--- config.mk ---
export PLATFORM = sky130hd
export DESIGN_NAME = scariv_csr_resp_unit
export DESIGN_NICKNAME = d
export VERILOG_FILES = /design/src/rtl/scariv_csr_resp_unit.sv
export SDC_FILE = /design/constraint.sdc
export NUM_CORES = 1
export LEC_CHECK = 0
export ABC_AREA = 1
export CAP_MARGIN = 20
export CORE_MARGIN = 10
export CORE_UTILIZATION = 64
export CTS_CLUSTER_SIZE = 8
export DETAILED_ROUTE_END_ITERATION = 10
export PLACE_DENSITY = 0.92
export SKIP_LAST_GASP = 1
export SLEW_MARGIN = 25
export SYNTH_ARGS = -nofsm -noshare
export SYNTH_HDL_FRONTEND = slang
export SYNTH_SLANG_ARGS = --single-unit
--- constraint.sdc ---
create_clock -name i_clk -period 6.1 [get_ports i_clk]
set_input_delay 1.22 -clock i_clk [delete_from_list [all_inputs] [get_ports i_clk]]
set_output_delay 1.22 -clock i_clk [all_outputs]
set_load 0.05 [all_outputs]
--- src/rtl/scariv_csr_resp_unit.sv ---
// Machine-mode CSR responder for the CSU pipe: mstatus subset, trap CSRs, mcycle/minstret.
// Latency: reads and error flags are combinational in the request cycle; legal writes commit on the next edge.
// Backpressure: none; every request is answered in its own cycle, and illegal writes are flagged and dropped.
module scariv_csr_resp_unit #(
  parameter int          XLEN_W    = 64,
  parameter int          CMT_CNT_W = 3,
  parameter int unsigned HART_ID   = 0
) (
  input  logic                 i_clk,
  input  logic                 i_reset_n,
  // read port
  input  logic                 read_if_valid,
  input  logic [11:0]          read_if_addr,
  output logic [XLEN_W-1:0]    read_if_data,
  output logic                 read_if_resp_error,
  // write port
  input  logic                 write_if_valid,
  input  logic [11:0]          write_if_addr,
  input  logic [XLEN_W-1:0]    write_if_data,
  output logic                 write_if_resp_error,
  // commit side
  input  logic [CMT_CNT_W-1:0] i_retire_cnt,
  input  logic                 i_mret,
  output logic [XLEN_W-1:0]    o_mstatus,
  output logic [1:0]           o_status_priv
);

  localparam logic [1:0] PRIV_U = 2'b00;
  localparam logic [1:0] PRIV_M = 2'b11;

  localparam logic [11:0] A_MSTATUS  = 12'h300;
  localparam logic [11:0] A_MISA     = 12'h301;
  localparam logic [11:0] A_MTVEC    = 12'h305;
  localparam logic [11:0] A_MCNTINH  = 12'h320;
  localparam logic [11:0] A_MSCRATCH = 12'h340;
  localparam logic [11:0] A_MEPC     = 12'h341;
  localparam logic [11:0] A_MCAUSE   = 12'h342;
  localparam logic [11:0] A_MTVAL    = 12'h343;
  localparam logic [11:0] A_MCYCLE   = 12'hB00;
  localparam logic [11:0] A_MINSTRET = 12'hB02;
  localparam logic [11:0] A_CYCLE    = 12'hC00;
  localparam logic [11:0] A_INSTRET  = 12'hC02;
  localparam logic [11:0] A_MHARTID  = 12'hF14;

  // MXL=2 (RV64) in the top two bits, extension letters A C D F I M S U below.
  localparam logic [XLEN_W-1:0] MISA_VAL = {2'b10, {(XLEN_W-28){1'b0}}, 26'h014112D};

  // architectural state
  logic              mie_q, mie_d;
  logic              mpie_q, mpie_d;
  logic [1:0]        mpp_q, mpp_d;
  logic [1:0]        fs_q, fs_d;
  logic              tsr_q, tsr_d;
  logic [1:0]        priv_q, priv_d;
  logic [XLEN_W-1:0] mtvec_q, mtvec_d;
  logic [XLEN_W-1:0] mscratch_q, mscratch_d;
  logic [XLEN_W-1:0] mepc_q, mepc_d;
  logic [XLEN_W-1:0] mcause_q, mcause_d;
  logic [XLEN_W-1:0] mtval_q, mtval_d;
  logic              cy_q, cy_d;
  logic              ir_q, ir_d;
  logic [XLEN_W-1:0] mcycle_q, mcycle_d;
  logic [XLEN_W-1:0] minstret_q, minstret_d;

  logic [XLEN_W-1:0] mstatus_val;
  logic              rd_err;
  logic              wr_err;
  logic              wr_ok;

  function automatic logic addr_impl(input logic [11:0] a);
    case (a)
      A_MSTATUS, A_MISA, A_MTVEC, A_MCNTINH, A_MSCRATCH, A_MEPC, A_MCAUSE, A_MTVAL,
      A_MCYCLE, A_MINSTRET, A_CYCLE, A_INSTRET, A_MHARTID: addr_impl = 1'b1;
      default:                                             addr_impl = 1'b0;
    endcase
  endfunction

  // Access fault: unimplemented address, insufficient privilege, or cycle/instret alias outside M-mode.
  function automatic logic access_err(input logic [11:0] a, input logic [1:0] p);
    access_err = !addr_impl(a) || (a[9:8] > p) ||
                 (((a == A_CYCLE) || (a == A_INSTRET)) && (p != PRIV_M));
  endfunction

  // Pack the implemented mstatus fields; everything else reads as zero.
  always_comb begin
    mstatus_val       = '0;
    mstatus_val[3]    = mie_q;
    mstatus_val[7]    = mpie_q;
    mstatus_val[12:11] = mpp_q;
    mstatus_val[14:13] = fs_q;
    mstatus_val[22]   = tsr_q;
  end

  assign o_mstatus     = mstatus_val;
  assign o_status_priv = priv_q;

  // Combinational read response; erroring or idle reads return zero.
  always_comb begin
    read_if_data       = '0;
    read_if_resp_error = 1'b0;
    rd_err             = access_err(read_if_addr, priv_q);
    if (read_if_valid) begin
      read_if_resp_error = rd_err;
      if (!rd_err) begin
        case (read_if_addr)
          A_MSTATUS:             read_if_data = mstatus_val;
          A_MISA:                read_if_data = MISA_VAL;
          A_MTVEC:               read_if_data = mtvec_q;
          A_MCNTINH:             read_if_data = {{(XLEN_W-3){1'b0}}, ir_q, 1'b0, cy_q};
          A_MSCRATCH:            read_if_data = mscratch_q;
          A_MEPC:                read_if_data = mepc_q;
          A_MCAUSE:              read_if_data = mcause_q;
          A_MTVAL:               read_if_data = mtval_q;
          A_MCYCLE, A_CYCLE:     read_if_data = mcycle_q;
          A_MINSTRET, A_INSTRET: read_if_data = minstret_q;
          A_MHARTID:             read_if_data = XLEN_W'(HART_ID);
          default:               read_if_data = '0;
        endcase
      end
    end
  end

  // Combinational write response; the 0xC00-0xFFF range is read-only.
  always_comb begin
    wr_err              = access_err(write_if_addr, priv_q) || (write_if_addr[11:10] == 2'b11);
    write_if_resp_error = write_if_valid && wr_err;
    wr_ok               = write_if_valid && !wr_err;
  end

  // Next-state: counter increments, then legal writes (which override increments), then MRET.
  always_comb begin
    mie_d      = mie_q;
    mpie_d     = mpie_q;
    mpp_d      = mpp_q;
    fs_d       = fs_q;
    tsr_d      = tsr_q;
    priv_d     = priv_q;
    mtvec_d    = mtvec_q;
    mscratch_d = mscratch_q;
    mepc_d     = mepc_q;
    mcause_d   = mcause_q;
    mtval_d    = mtval_q;
    cy_d       = cy_q;
    ir_d       = ir_q;
    mcycle_d   = cy_q ? mcycle_q : (mcycle_q + 1'b1);
    minstret_d = ir_q ? minstret_q : (minstret_q + XLEN_W'(i_retire_cnt));

    if (wr_ok) begin
      case (write_if_addr)
        A_MSTATUS: begin
          // MRET in the same cycle owns mstatus; the write is silently dropped.
          if (!i_mret) begin
            mie_d  = write_if_data[3];
            mpie_d = write_if_data[7];
            mpp_d  = (write_if_data[12:11] == 2'b10) ? PRIV_U : write_if_data[12:11];
            fs_d   = write_if_data[14:13];
            tsr_d  = write_if_data[22];
          end
        end
        A_MTVEC:    mtvec_d    = write_if_data;
        A_MCNTINH: begin
          cy_d = write_if_data[0];
          ir_d = write_if_data[2];
        end
        A_MSCRATCH: mscratch_d = write_if_data;
        A_MEPC:     mepc_d     = {write_if_data[XLEN_W-1:1], 1'b0};
        A_MCAUSE:   mcause_d   = write_if_data;
        A_MTVAL:    mtval_d    = write_if_data;
        A_MCYCLE:   mcycle_d   = write_if_data;
        A_MINSTRET: minstret_d = write_if_data;
        default: ;
      endcase
    end

    if (i_mret) begin
      priv_d = mpp_q;
      mie_d  = mpie_q;
      mpie_d = 1'b1;
      mpp_d  = PRIV_U;
    end
  end

  // State registers with asynchronous reset to machine mode and all-zero CSRs.
  always_ff @(posedge i_clk or negedge i_reset_n) begin
    if (!i_reset_n) begin
      mie_q      <= 1'b0;
      mpie_q     <= 1'b0;
      mpp_q      <= 2'b00;
      fs_q       <= 2'b00;
      tsr_q      <= 1'b0;
      priv_q     <= PRIV_M;
      mtvec_q    <= '0;
      mscratch_q <= '0;
      mepc_q     <= '0;
      mcause_q   <= '0;
      mtval_q    <= '0;
      cy_q       <= 1'b0;
      ir_q       <= 1'b0;
      mcycle_q   <= '0;
      minstret_q <= '0;
    end else begin
      mie_q      <= mie_d;
      mpie_q     <= mpie_d;
      mpp_q      <= mpp_d;
      fs_q       <= fs_d;
      tsr_q      <= tsr_d;
      priv_q     <= priv_d;
      mtvec_q    <= mtvec_d;
      mscratch_q <= mscratch_d;
      mepc_q     <= mepc_d;
      mcause_q   <= mcause_d;
      mtval_q    <= mtval_d;
      cy_q       <= cy_d;
      ir_q       <= ir_d;
      mcycle_q   <= mcycle_d;
      minstret_q <= minstret_d;
    end
  end

endmodule
==> results <==
- The compound-gate portion of the synthesized area came to 0.118.
- The worst setup path is captured at a primary output.
- The maximum buffer depth of the clock tree is 3.
- The number of enable-type register cells in the synthesized netlist is 0.
- TritonCTS built the clock tree.
- The final weighted congestion in routability-driven placement is 0.995.
- Entering global routing, the biggest net connects between 150 and 200 pins.
- The number of instances in the synthesized netlist is 3872.
- The unique cell type count in the Yosys netlist is 44.
- The initial standard-cell utilization of the core is 0.649.
- Across the VDD grid, the largest voltage drop is ~0.19 mV.
- Across the run, the number of max-cap violations was 0.
- The utilization after layout is 0.747.
- The routed layout has 27200 vias.
- The count of input and output buffers is 170.
- The share of cell area taken by muxes after synthesis is 0.
- The setup fix buffers added after clock tree synthesis is 0.
- The critical-path maximum fanout is 22.
- The fraction of power consumed by combinational cells is 0.076.
- Total power for the finished layout comes to 7.11 mW.
- Cell internal power was estimated by the tool at 5.33 mW.
- For this design the static power due to leakage is roughly 16 nW.
- The die is 227 um wide.
- In this run the remaining antenna-violating nets after routing total 0.
- The initial detailed-routing violation count is 4007.
- The smallest clock period supported by the final layout is computed as between 5 and 6 ns.
- The simple-gate portion of the synthesized area is 0.294.
- The achievable clock frequency is 186 MHz.
- Of the total synthesized cell area, the portion taken by full adders, half adders and majority gates is 0.00439.
- Row generation in the floorplan step produced 75 rows.
- The HPWL after detailed placement is 59300 um.
- After clock tree synthesis, the clock-pin slew on the worst setup and hold paths is 0.05 ns.
- The fraction of synthesis flops using an asynchronous set or reset pin is 1.00.
- The first detailed-routing pass took 7 iterations.
- The number of slew-limit violations in the final report was 0.
- The clock network latency to the later pin of the worst-skew pair is 0.60 ns.
- The floorplan step set the die height to 227 um.
- For the worst setup path, the data arrival time is roughly 4.2 ns.
- The clock share of power is 0.483.
- The H-tree depth is 3.
- The net switching power of the design is 1.78 mW.
- In this run the tightest slew margin relative to its limit is 0.293.
- In the final routed layout, each cell accounts on average for 20.2 um.
- The largest total area in the synthesized netlist belongs to sky130_fd_sc_hd__dfrtp_1.
- Synthesis inferred 458 register bits.
- The slew at the pin closest to its max-slew limit is 1.06 ns.
- The total clock buffers created by CTS is 67.
- In the global route stage, overall resource usage came out at 0.354.
- After global routing the overflow that remains totals 0.
- For the final routed database, the setup TNS stands at 0 ns.
- Using the TritonRoute via totals, the vias-per-cell ratio works out to approximately 6.0.
- Of the cells placed in the final design, the portion with a size suffix greater than 1 is 0.0592.
- Setup repair after global routing left no endpoint under its margin.
- The number of warnings reported in the yosys synthesis log is 0.
- The worst min-delay path class is reg2reg.
- The kind of critical path is in2out.
- Among all flip-flop cells after synthesis, the most frequent one is sky130_fd_sc_hd__dfrtp_1.
- Sorting the synthesized cells by area gives the leading types as sky130_fd_sc_hd__dfrtp_1 (42%), sky130_fd_sc_hd__nand2_1 (13%), sky130_fd_sc_hd__inv_1 (8.5%), sky130_fd_sc_hd__nor2_1 (8.0%), sky130_fd_sc_hd__nand3_1 (4.3%).
- The xor-xnor portion of the synthesized cell area is 0.0285.
- Final hold analysis gives a worst-case slack of 0.508 ns.
- By area, the combinational part of the netlist is dominated by simple AND/OR/NAND/NOR gates.
- The register area share after synthesis is 0.419.
- The final hold violation count is 0.
- Post-CTS repair changed the size of 0 cells.
- The DRC violation count after routing is 0.
- Of the total power, the share spent switching nets is 0.251.
- The mapped cell area is 0.0274 mm^2.
- The count of inserted antenna diode cells is 0.
- The final layout net count is 4066.
- The cell sitting at the root of the clock tree is a sky130_fd_sc_hd__clkbuf_16.
- The type of origin of the critical path is an input pin.
- The number of setup violations in the final report is 0.
- The tree built by TritonCTS fans out to between 400 and 500 sinks.
- After synthesis, the most frequently instantiated cells are sky130_fd_sc_hd__nand2_1 (947), sky130_fd_sc_hd__inv_1 (619), sky130_fd_sc_hd__nor2_1 (585).
- The fraction of power consumed by sequential logic is 0.441.
- STA puts the critical path data required time at about 4.9 ns.
- The via count of the first global-routing pass is 26900.
- The count of pins on the block boundary is 228.
- By instance count, the leading cell after synthesis is sky130_fd_sc_hd__nand2_1.
- The flow ran to the end, and the final reports show no timing, DRC or antenna violations.
- In this run the power density over the cells is 226 mW/mm^2.
- The synthesized area per cell is 7.07 um^2.
- The first-pass GRT wire length is 144000 um.
- The final worst-path cycle share is 0.883.
- The total length of routed wires is 91200 um.
- For this design, the CTS-stage hold fixing added 0 buffers.
- The number of antenna violations at the first check in global routing was 0.
- Across the routed clock network, the largest skew measured is 0.0217 ns.
- The full die area is roughly 0.05 mm^2.
- The floorplan step defined a core boundary enclosing 0.0421 mm^2.
- The area fraction of the dominant cell type after synthesis is 0.417.
- The synthesis-to-layout area growth is 15.1%.
## stage by stage
step                worst slack, ns  instance area [um^2]  instances
floorplan                      1.73                 27600       3928
global placement              0.937                 29600       4430
detailed placement            0.849                 29600       4430
CTS                           0.816                 31500       4510
global route                  0.512                 31500       4511
finish                        0.715                 31500       4511
## layout make-up
type                            count  area [um^2]
Sequential cell                   458        11500
Timing Repair Buffer              210         2730
Inverter                          633         2380
Fill cell                        2936        10600
Clock buffer                       79         1850
Clock inverter                      1         7.51
Multi-Input combinational cell   2591        12400
Tap cell                          539          674
## sequential cells by signal, indices dropped and copies added (netlist names)
name           cells
cy_q               1
fs_q               2
ir_q               1
mcause_q          64
mcycle_q          64
mepc_q            63
mie_q              1
minstret_q        64
mpie_q             1
mpp_q              2
mscratch_q        64
mtval_q           64
mtvec_q           64
o_status_priv      2
tsr_q              1
## placed cells by master, fill, tap and decap left out, drive strengths merged, types with 21 or more instances in the layout
| cell | Yosys | final |
|---|---|---|
| o221ai | 35 | 35 |
| nor3 | 77 | 77 |
| nor2 | 594 | 594 |
| a21oi | 58 | 58 |
| dfrtp | 456 | 456 |
| nand4 | 57 | 57 |
| o22ai | 64 | 64 |
| nand2 | 952 | 952 |
| conb | 1 | 57 |
| inv | 632 | 632 |
| o21ai | 141 | 141 |
| xor2 | 68 | 68 |
| o21bai | 133 | 133 |
| clkdlybuf4s50 | 0 | 103 |
| buf | 166 | 107 |
| nand3 | 240 | 240 |
| o2111ai | 42 | 42 |
| clkbuf | 80 | 79 |
| xnor2 | 21 | 21 |
## cells by family after synthesis
group | count (synthesis)
other cells | 1
simple gates | 1944
compound gates | 492
xor+xnor | 89
flops | 458
fa+ha+maj | 9
buf+inv | 879
## power by group through the flow
stage / logic [mW] / clock network, mW / registers [mW]
after floorplan: 0.312 / 0 / 3.17
after global placement: 0.505 / 0 / 3.18
after detailed placement: 0.514 / 0 / 3.18
after CTS: 0.527 / 3.41 / 3.13
after global routing: 0.586 / 3.54 / 3.13
final: 0.541 / 3.43 / 3.13
## worst paths after layout
| check | end | depth (start not counted) | start | slack, ns |
|---|---|---|---|---|
| setup / recovery | read_if_data[37] | 13 | read_if_addr[8] | 0.72 |
| hold / removal | mtvec_q[5] | 2 | mtvec_q[5] | 0.51 |
| setup reg to reg | mscratch_q[9] | 13 | o_status_priv[1] | 2.85 |
| hold reg to reg | mtvec_q[5] | 2 | mtvec_q[5] | 0.51 |
| max in group asynchronous | mtvec_q[15] | 2 | i_reset_n | 4.11 |
| min in group asynchronous | mcause_q[4] | 1 | i_reset_n | 0.67 |
## worst max-delay path, cell delays in order
cell,delay (ns)
sky130_fd_sc_hd__clkdlybuf4s50_1,0.50
sky130_fd_sc_hd__nand2_1,0.08
sky130_fd_sc_hd__inv_1,0.07
sky130_fd_sc_hd__nand2_1,0.08
sky130_fd_sc_hd__nor2_1,0.34
sky130_fd_sc_hd__nand2_2,0.47
sky130_fd_sc_hd__inv_1,0.17
sky130_fd_sc_hd__buf_4,0.45
sky130_fd_sc_hd__nand2_1,0.14
sky130_fd_sc_hd__o2111ai_1,0.15
sky130_fd_sc_hd__nor2_1,0.08
sky130_fd_sc_hd__nor2_1,0.22
sky130_fd_sc_hd__buf_12,0.17
## per-layer routing
metal  vias up  wire [um]  GRT usage
li1      12200          -          -
met5         -          0          0
met4         0       5200      0.191
met2      1948      42300      0.566
met1     12600      32700      0.441
met3       476      11000     0.0767
(Power assumes the default switching activity.)
